[src/rtl/config_serializer.sv]
// config_serializer
//   Pops 36-bit configuration words from a standard-mode (1-cycle read
//   latency) FIFO and shifts each one out MSB-first on LANES parallel serial
//   lines with a generated serial clock. After the word carrying the "last"
//   flag (fifo_q[FIFO_WIDTH-1]) it pulses latch, then pulses done.
//
// Ports
//   clk         system clock, rising edge
//   rst         synchronous reset, active low
//   start       1-cycle frame start, honoured only in IDLE
//   abort       level, returns the block to IDLE on the next edge
//   fifo_empty  FIFO empty flag
//   fifo_q      FIFO read data, valid the cycle after fifo_rd_en
//   fifo_rd_en  FIFO pop strobe
//   sdo         serial data, one bit per lane
//   sck         serial clock, chip samples sdo on its rising edge
//   latch       configuration load strobe
//   busy        high outside IDLE
//   done        1-cycle frame completion pulse
//   word_count  words shifted in the current / last frame (saturating)

// One serial lane: holds its slice of the word and presents the current bit.
module config_serializer_lane #(
  parameter int BITS_PER_LANE = 4
) (
  input  logic                     clk,
  input  logic                     rst,
  input  logic                     load,
  input  logic                     shift,
  input  logic                     clear,
  input  logic [BITS_PER_LANE-1:0] din,
  output logic                     sdo
);
  logic [BITS_PER_LANE-1:0] sr;
  logic [BITS_PER_LANE-1:0] sr_sh;

  assign sr_sh = sr << 1;

  always_ff @(posedge clk) begin
    if (!rst) begin
      sr  <= '0;
      sdo <= 1'b0;
    end else if (clear) begin
      sdo <= 1'b0;
    end else if (load) begin
      sr  <= din;
      sdo <= din[BITS_PER_LANE-1];
    end else if (shift) begin
      sr  <= sr_sh;
      sdo <= sr_sh[BITS_PER_LANE-1];
    end
  end
endmodule

module config_serializer #(
  parameter int FIFO_WIDTH    = 36,
  parameter int LANES         = 8,
  parameter int BITS_PER_LANE = 4,
  parameter int HALF_PERIOD   = 2,
  parameter int LATCH_CYCLES  = 4
) (
  input  logic                  clk,
  input  logic                  rst,
  input  logic                  start,
  input  logic                  abort,
  input  logic                  fifo_empty,
  input  logic [FIFO_WIDTH-1:0] fifo_q,
  output logic                  fifo_rd_en,
  output logic [LANES-1:0]      sdo,
  output logic                  sck,
  output logic                  latch,
  output logic                  busy,
  output logic                  done,
  output logic [15:0]           word_count
);
  localparam logic [2:0] S_IDLE  = 3'd0;
  localparam logic [2:0] S_REQ   = 3'd1;
  localparam logic [2:0] S_WAIT  = 3'd2;
  localparam logic [2:0] S_SHIFT = 3'd3;
  localparam logic [2:0] S_LATCH = 3'd4;
  localparam logic [2:0] S_DONE  = 3'd5;

  localparam int PH_W  = $clog2(2*HALF_PERIOD + 1);
  localparam int BIT_W = $clog2(BITS_PER_LANE + 1);
  localparam int LAT_W = $clog2(LATCH_CYCLES + 1);

  localparam logic [PH_W-1:0]  PH_LAST  = PH_W'(2*HALF_PERIOD - 1);
  localparam logic [PH_W-1:0]  PH_HALF  = PH_W'(HALF_PERIOD - 1);
  localparam logic [BIT_W-1:0] BIT_LAST = BIT_W'(BITS_PER_LANE - 1);
  localparam logic [LAT_W-1:0] LAT_LAST = LAT_W'(LATCH_CYCLES - 1);

  logic [2:0]       state;
  logic             wait_ph;   // WAIT spans the pop cycle and the data cycle
  logic [PH_W-1:0]  ph_cnt;
  logic [BIT_W-1:0] bit_idx;
  logic [LAT_W-1:0] lat_cnt;
  logic             last_q;

  logic [LANES-1:0][BITS_PER_LANE-1:0] lane_din;
  logic ph_last, bit_last;
  logic ln_load, ln_shift, ln_clear;

  // Flag and lane slices are the only fields consumed; the rest is spare.
  logic unused_fifo_bits;
  assign unused_fifo_bits = &{1'b0, fifo_q};

  assign ph_last  = (ph_cnt == PH_LAST);
  assign bit_last = (bit_idx == BIT_LAST);

  assign ln_load  = !abort && (state == S_WAIT) && wait_ph;
  assign ln_shift = !abort && (state == S_SHIFT) && ph_last && !bit_last;
  // sdo drops on abort and while latching; it holds across a REQ stall.
  assign ln_clear = abort || ((state == S_SHIFT) && ph_last && bit_last && last_q);

  assign busy  = (state != S_IDLE);
  assign latch = (state == S_LATCH);
  assign done  = (state == S_DONE);

  for (genvar k = 0; k < LANES; k++) begin : g_lane
    assign lane_din[k] = fifo_q[k*BITS_PER_LANE +: BITS_PER_LANE];
    config_serializer_lane #(.BITS_PER_LANE(BITS_PER_LANE)) u_lane (
      .clk   (clk),
      .rst   (rst),
      .load  (ln_load),
      .shift (ln_shift),
      .clear (ln_clear),
      .din   (lane_din[k]),
      .sdo   (sdo[k])
    );
  end

  always_ff @(posedge clk) begin
    if (!rst) begin
      state      <= S_IDLE;
      fifo_rd_en <= 1'b0;
      sck        <= 1'b0;
      wait_ph    <= 1'b0;
      ph_cnt     <= '0;
      bit_idx    <= '0;
      lat_cnt    <= '0;
      last_q     <= 1'b0;
      word_count <= '0;
    end else if (abort) begin
      state      <= S_IDLE;
      fifo_rd_en <= 1'b0;
      sck        <= 1'b0;
      wait_ph    <= 1'b0;
    end else begin
      fifo_rd_en <= 1'b0;
      case (state)
        S_IDLE: begin
          if (start) begin
            word_count <= '0;
            state      <= S_REQ;
          end
        end
        S_REQ: begin
          sck <= 1'b0;
          if (!fifo_empty) begin
            fifo_rd_en <= 1'b1;
            wait_ph    <= 1'b0;
            state      <= S_WAIT;
          end
        end
        S_WAIT: begin
          if (!wait_ph) begin
            wait_ph <= 1'b1;
          end else begin
            last_q  <= fifo_q[FIFO_WIDTH-1];
            ph_cnt  <= '0;
            bit_idx <= '0;
            sck     <= 1'b0;
            state   <= S_SHIFT;
          end
        end
        S_SHIFT: begin
          if (ph_last) begin
            ph_cnt <= '0;
            sck    <= 1'b0;
            if (bit_last) begin
              if (word_count != 16'hFFFF) word_count <= word_count + 16'd1;
              lat_cnt <= '0;
              state   <= last_q ? S_LATCH : S_REQ;
            end else begin
              bit_idx <= bit_idx + BIT_W'(1);
            end
          end else begin
            ph_cnt <= ph_cnt + PH_W'(1);
            // sck rises once the low half-period has elapsed
            sck    <= (ph_cnt >= PH_HALF);
          end
        end
        S_LATCH: begin
          sck <= 1'b0;
          if (lat_cnt == LAT_LAST) state <= S_DONE;
          else                     lat_cnt <= lat_cnt + LAT_W'(1);
        end
        S_DONE:  state <= S_IDLE;
        default: state <= S_IDLE;
      endcase
    end
  end
endmodule

[config.mk]
export PLATFORM = sky130hd
export DESIGN_NAME = config_serializer
export DESIGN_NICKNAME = d
export VERILOG_FILES = /design/src/rtl/config_serializer.sv
export SDC_FILE = /design/constraint.sdc
export NUM_CORES = 1
export LEC_CHECK = 0
export ABC_AREA = 1
export CORE_MARGIN = 3
export CORE_UTILIZATION = 56
export CTS_CLUSTER_DIAMETER = 100
export DETAILED_ROUTE_END_ITERATION = 10
export GPL_TIMING_DRIVEN = 0
export PLACE_DENSITY = 0.86
export SETUP_SLACK_MARGIN = 0.3
export SLEW_MARGIN = 20
export SYNTH_ARGS = -nofsm -noshare
export SYNTH_HDL_FRONTEND = slang
export SYNTH_SLANG_ARGS = --single-unit
[constraint.sdc]
create_clock -name clk -period 2.8 [get_ports clk]
set_input_delay 0.7 -clock clk [delete_from_list [all_inputs] [get_ports clk]]
set_output_delay 0.7 -clock clk [all_outputs]
set_load 0.1 [all_outputs]
==> flow_metrics.env <==
export IMPL_crit_end="word_count[7]"
export IMPL_io_buffers=66
export IMPL_fp_row_count=28
export IMPL_synthFlopType="dfxtp_1"
export IMPL_outcome="finished, final reports clean"
export IMPL_hpwl_um=6200
export IMPL_use_met2=0.388
export IMPL_p_int_uw=1340
export IMPL_track_usage=0.239
export IMPL_antenna_found_initial=0
export IMPL_area_delta_synth_final_pct=26.1
export IMPL_drv_cap=0
export IMPL_dr_pass1_iters=7
export IMPL_power_density_nw_per_um2=416
export IMPL_crit_start="word_count[7]"
export IMPL_syn_area_per_cell_um2=6.62
export IMPL_sw_frac_of_total=0.263
export IMPL_r2r_end="word_count[15]"
export IMPL_drt_iter0_drc=232
export IMPL_ctsRootBufferMaster="clkbuf_8"
export IMPL_drc=0
export IMPL_report_final_slew_viol_count=0
export IMPL_synth_cell_types=34
export IMPL_syn_inst=523
export IMPL_path_clk_slew_ns=0.07
export IMPL_cts_tree="built"
export IMPL_synth_simple_gate_area_frac=0.348
export IMPL_grt_max_degree=12
export IMPL_p_clk_frac=0.390
export IMPL_synthMuxAreaShare=0
export IMPL_grtUsageMet3=0.0422
export IMPL_seq_power_share=0.507
export IMPL_slew_headroom=0.341
export IMPL_synth_warnings=0
export IMPL_wl_um=8270
export IMPL_max_vdd_ir_drop_uv=291
export IMPL_grt_pass1_wl_um=14200
export IMPL_finClkSkew_ns=0.0104
export IMPL_yosysSeqAreaShare=0.370
export IMPL_worstPathCellList="dlygate4sd2_1"
export IMPL_rsz0062_at_grt="false"
export IMPL_r2r_slack_ns=0.89
export IMPL_start_kind="flop"
export IMPL_wire_per_inst_um=12.2
export IMPL_placed_area_um2=4220
export IMPL_crit_family="buffers and inverters"
export IMPL_fmax_mhz=421
export IMPL_cp_end_kind="primary output"
export IMPL_clkSinkCount=64
export IMPL_ctsLongestPathBuffers=2
export IMPL_worstPathRequired_ns=2.10
export IMPL_initial_core_util=0.581
export IMPL_nFillCells=502
export IMPL_fin_nets=648
export IMPL_htree_levels=3
export IMPL_core_area_um2=5960
export IMPL_routabilityCongestion=0.910
export IMPL_synth_area_um2=3460
export IMPL_holdCritPathClass="reg -> reg"
export IMPL_synth_compound_area_frac=0.140
export IMPL_die_w_um=84.6
export IMPL_synthArstFlopShare=0
export IMPL_cp_slowest_stage_delay_ns=0.89
export IMPL_synth_fa_ha_area_frac=0.0253
export IMPL_p_leak_uw=0.00197
export IMPL_dieArea_um2=7160
export IMPL_grt_remaining_overflow=0
export IMPL_worstPathArrival_ns=1.68
export IMPL_antenna_cells=0
export IMPL_grt_pass1_vias=3252
export IMPL_crit_fanout=6
export IMPL_cts_buffers=9
export IMPL_synth_xor_area_frac=0.00506
export IMPL_p_comb_frac=0.103
export IMPL_hold_viol=0
export IMPL_postLayoutCellArea_um2=4370
export IMPL_crit_type="reg -> out"
export IMPL_synth_nets=571
export IMPL_period_share=0.848
export IMPL_rr_startpoint="bit_idx[0]"
export IMPL_setup_viol=0
export IMPL_chipHeight_um=84.6
export IMPL_cp_depth=1
export IMPL_clk_latency_ns=0.33
export IMPL_met1_usage=0.306
export IMPL_pin_count=70
export IMPL_synth_edf_count=0
export IMPL_r2r_cells=11
export IMPL_crit_path_top_delay_cell="dlygate4sd2_1"
export IMPL_post_cts_buffers=0
export IMPL_ant_nets=0
export IMPL_drive_above_1_share=0.102
export IMPL_grt_busiest_layer="met2"
export IMPL_setup_tns_ns=0
export IMPL_path_buf_inv=1
export IMPL_p_sw_uw=478
export IMPL_vias=3497
export IMPL_vias_per_cell=5.14
export IMPL_worst_slew_pin_slew_ns=0.993
export IMPL_ys_ff_latch=64
export IMPL_min_period_ns=2.38
export IMPL_synth_top_family_by_area="simple AND/OR/NAND/NOR gates"
metrics by stage:
step | hold slack (ns) | setup WS (ns) | util | total power (uW) | cells
final | 0.463 | 0.424 | 0.733 | 1820 | 680
after global routing | 0.484 | 0.364 | 0.733 | 1880 | 680
after CTS | 0.462 | 0.254 | 0.733 | 1830 | 680
after detailed placement | 0.453 | 0.0461 | 0.709 | 1130 | 664
after global placement | 0.445 | 0.0661 | 0.709 | 1130 | 664
after floorplan | 0.436 | 0.367 | - | 1050 | 523
metal layers:
metal,vias up,share of wire
li1,1795,-
met1,1573,0.45
met2,108,0.47
met3,21,0.052
met4,0,0.028
met5,-,0
registers in the layout, summed over array words and instances (netlist names):
signal	count
bit_idx	3
fifo_rd_en	1
g_lane.u_lane.sdo	8
g_lane.u_lane.sr	24
last_q	1
lat_cnt	3
ph_cnt	3
sck	1
state	3
wait_ph	1
word_count	16
logic make-up after synthesis:
group | count (synthesis)
buffers and inverters | 79
and+or+nand+nor | 287
AOI/OAI and AO/OA | 84
xor gates and xnor gates | 2
DFF | 64
adders and majority gates | 7
cell type report:
class,instances,area (um2),area share
Buffer,26,185,0.0424
Multi-Input combinational cell,380,1800,0.412
Clock buffer,11,141,0.0324
Tap cell,75,93.8,0.0215
Timing Repair Buffer,66,632,0.145
Clock inverter,5,32.5,0.00745
Sequential cell,64,1280,0.293
Inverter,53,201,0.0461
cells in the mapped netlist, types with 2 or more instances:
cell | n | area, um2
nand2_1 | 160 | 601
nor2_1 | 89 | 334
dfxtp_1 | 64 | 1280
inv_1 | 50 | 188
a21oi_1 | 32 | 160
o21ai_0 | 29 | 145
nand3_1 | 16 | 80.1
buf_4 | 11 | 82.6
clkbuf_1 | 8 | 30.0
o21ai_1 | 8 | 40.0
ha_1 | 7 | 87.6
buf_6 | 6 | 67.6
o21ai_2 | 5 | 43.8
nand2_2 | 4 | 25.0
nand4_1 | 4 | 25.0
nor2_4 | 4 | 45.0
nor3_1 | 3 | 15.0
a211oi_1 | 2 | 15.0
inv_2 | 2 | 7.51
nand3_2 | 2 | 20.0
o211ai_1 | 2 | 15.0
o21bai_2 | 2 | 22.5
xor2_1 | 2 | 17.5
power by group through the flow:
stage	registers, uW	clock network, uW	logic, uW
6_report	920	708	188
3_3_place_gp	941	0	186
4_1_cts	920	720	187
2_1_floorplan	943	0	103
3_5_place_dp	941	0	187
5_1_grt	920	758	204
how the worst min path moves through the flow:
stage,startpoint,end,slack (ns),depth (start not counted)
floorplan,bit_idx[2],bit_idx[2],0.44,2
global placement,bit_idx[2],bit_idx[2],0.45,2
detailed placement,g_lane[1].u_lane.sr[0],g_lane[1].u_lane.sr[0],0.45,2
CTS,g_lane[1].u_lane.sr[0],g_lane[1].u_lane.sr[0],0.46,2
global route,g_lane[5].u_lane.sdo,g_lane[5].u_lane.sdo,0.48,2
finish,g_lane[4].u_lane.sr[0],g_lane[4].u_lane.sr[0],0.46,2
what timing repair did:
action,in CTS,in global routing
cloned,0,0
hold buffers,0,0
resized for setup,34,4
endpoints found under the setup margin,28,2
cells in the final DEF (no fill, tap or decap), types with 3 or more instances in the layout:
cell type        Yosys  routed
buf_6                6       6
inv_1               50      50
nand3_1             16      16
ha_1                 7       7
o21ai_1              8       8
nor2_1              89      89
nand2_1            160     160
clkbuf_1             8       9
dlygate4sd2_1        0      25
o21ai_0             29      29
buf_4               11      11
nand2_2              4       4
o21ai_2              5       5
dfxtp_1             64      64
clkdlybuf4s50_1      0      37
a21oi_1             32      32
clkbuf_8             0      10
clkinvlp_4           0       3
nor2_4               4       4
nand4_1              4       4
Power figures use the tool's default switching activity.
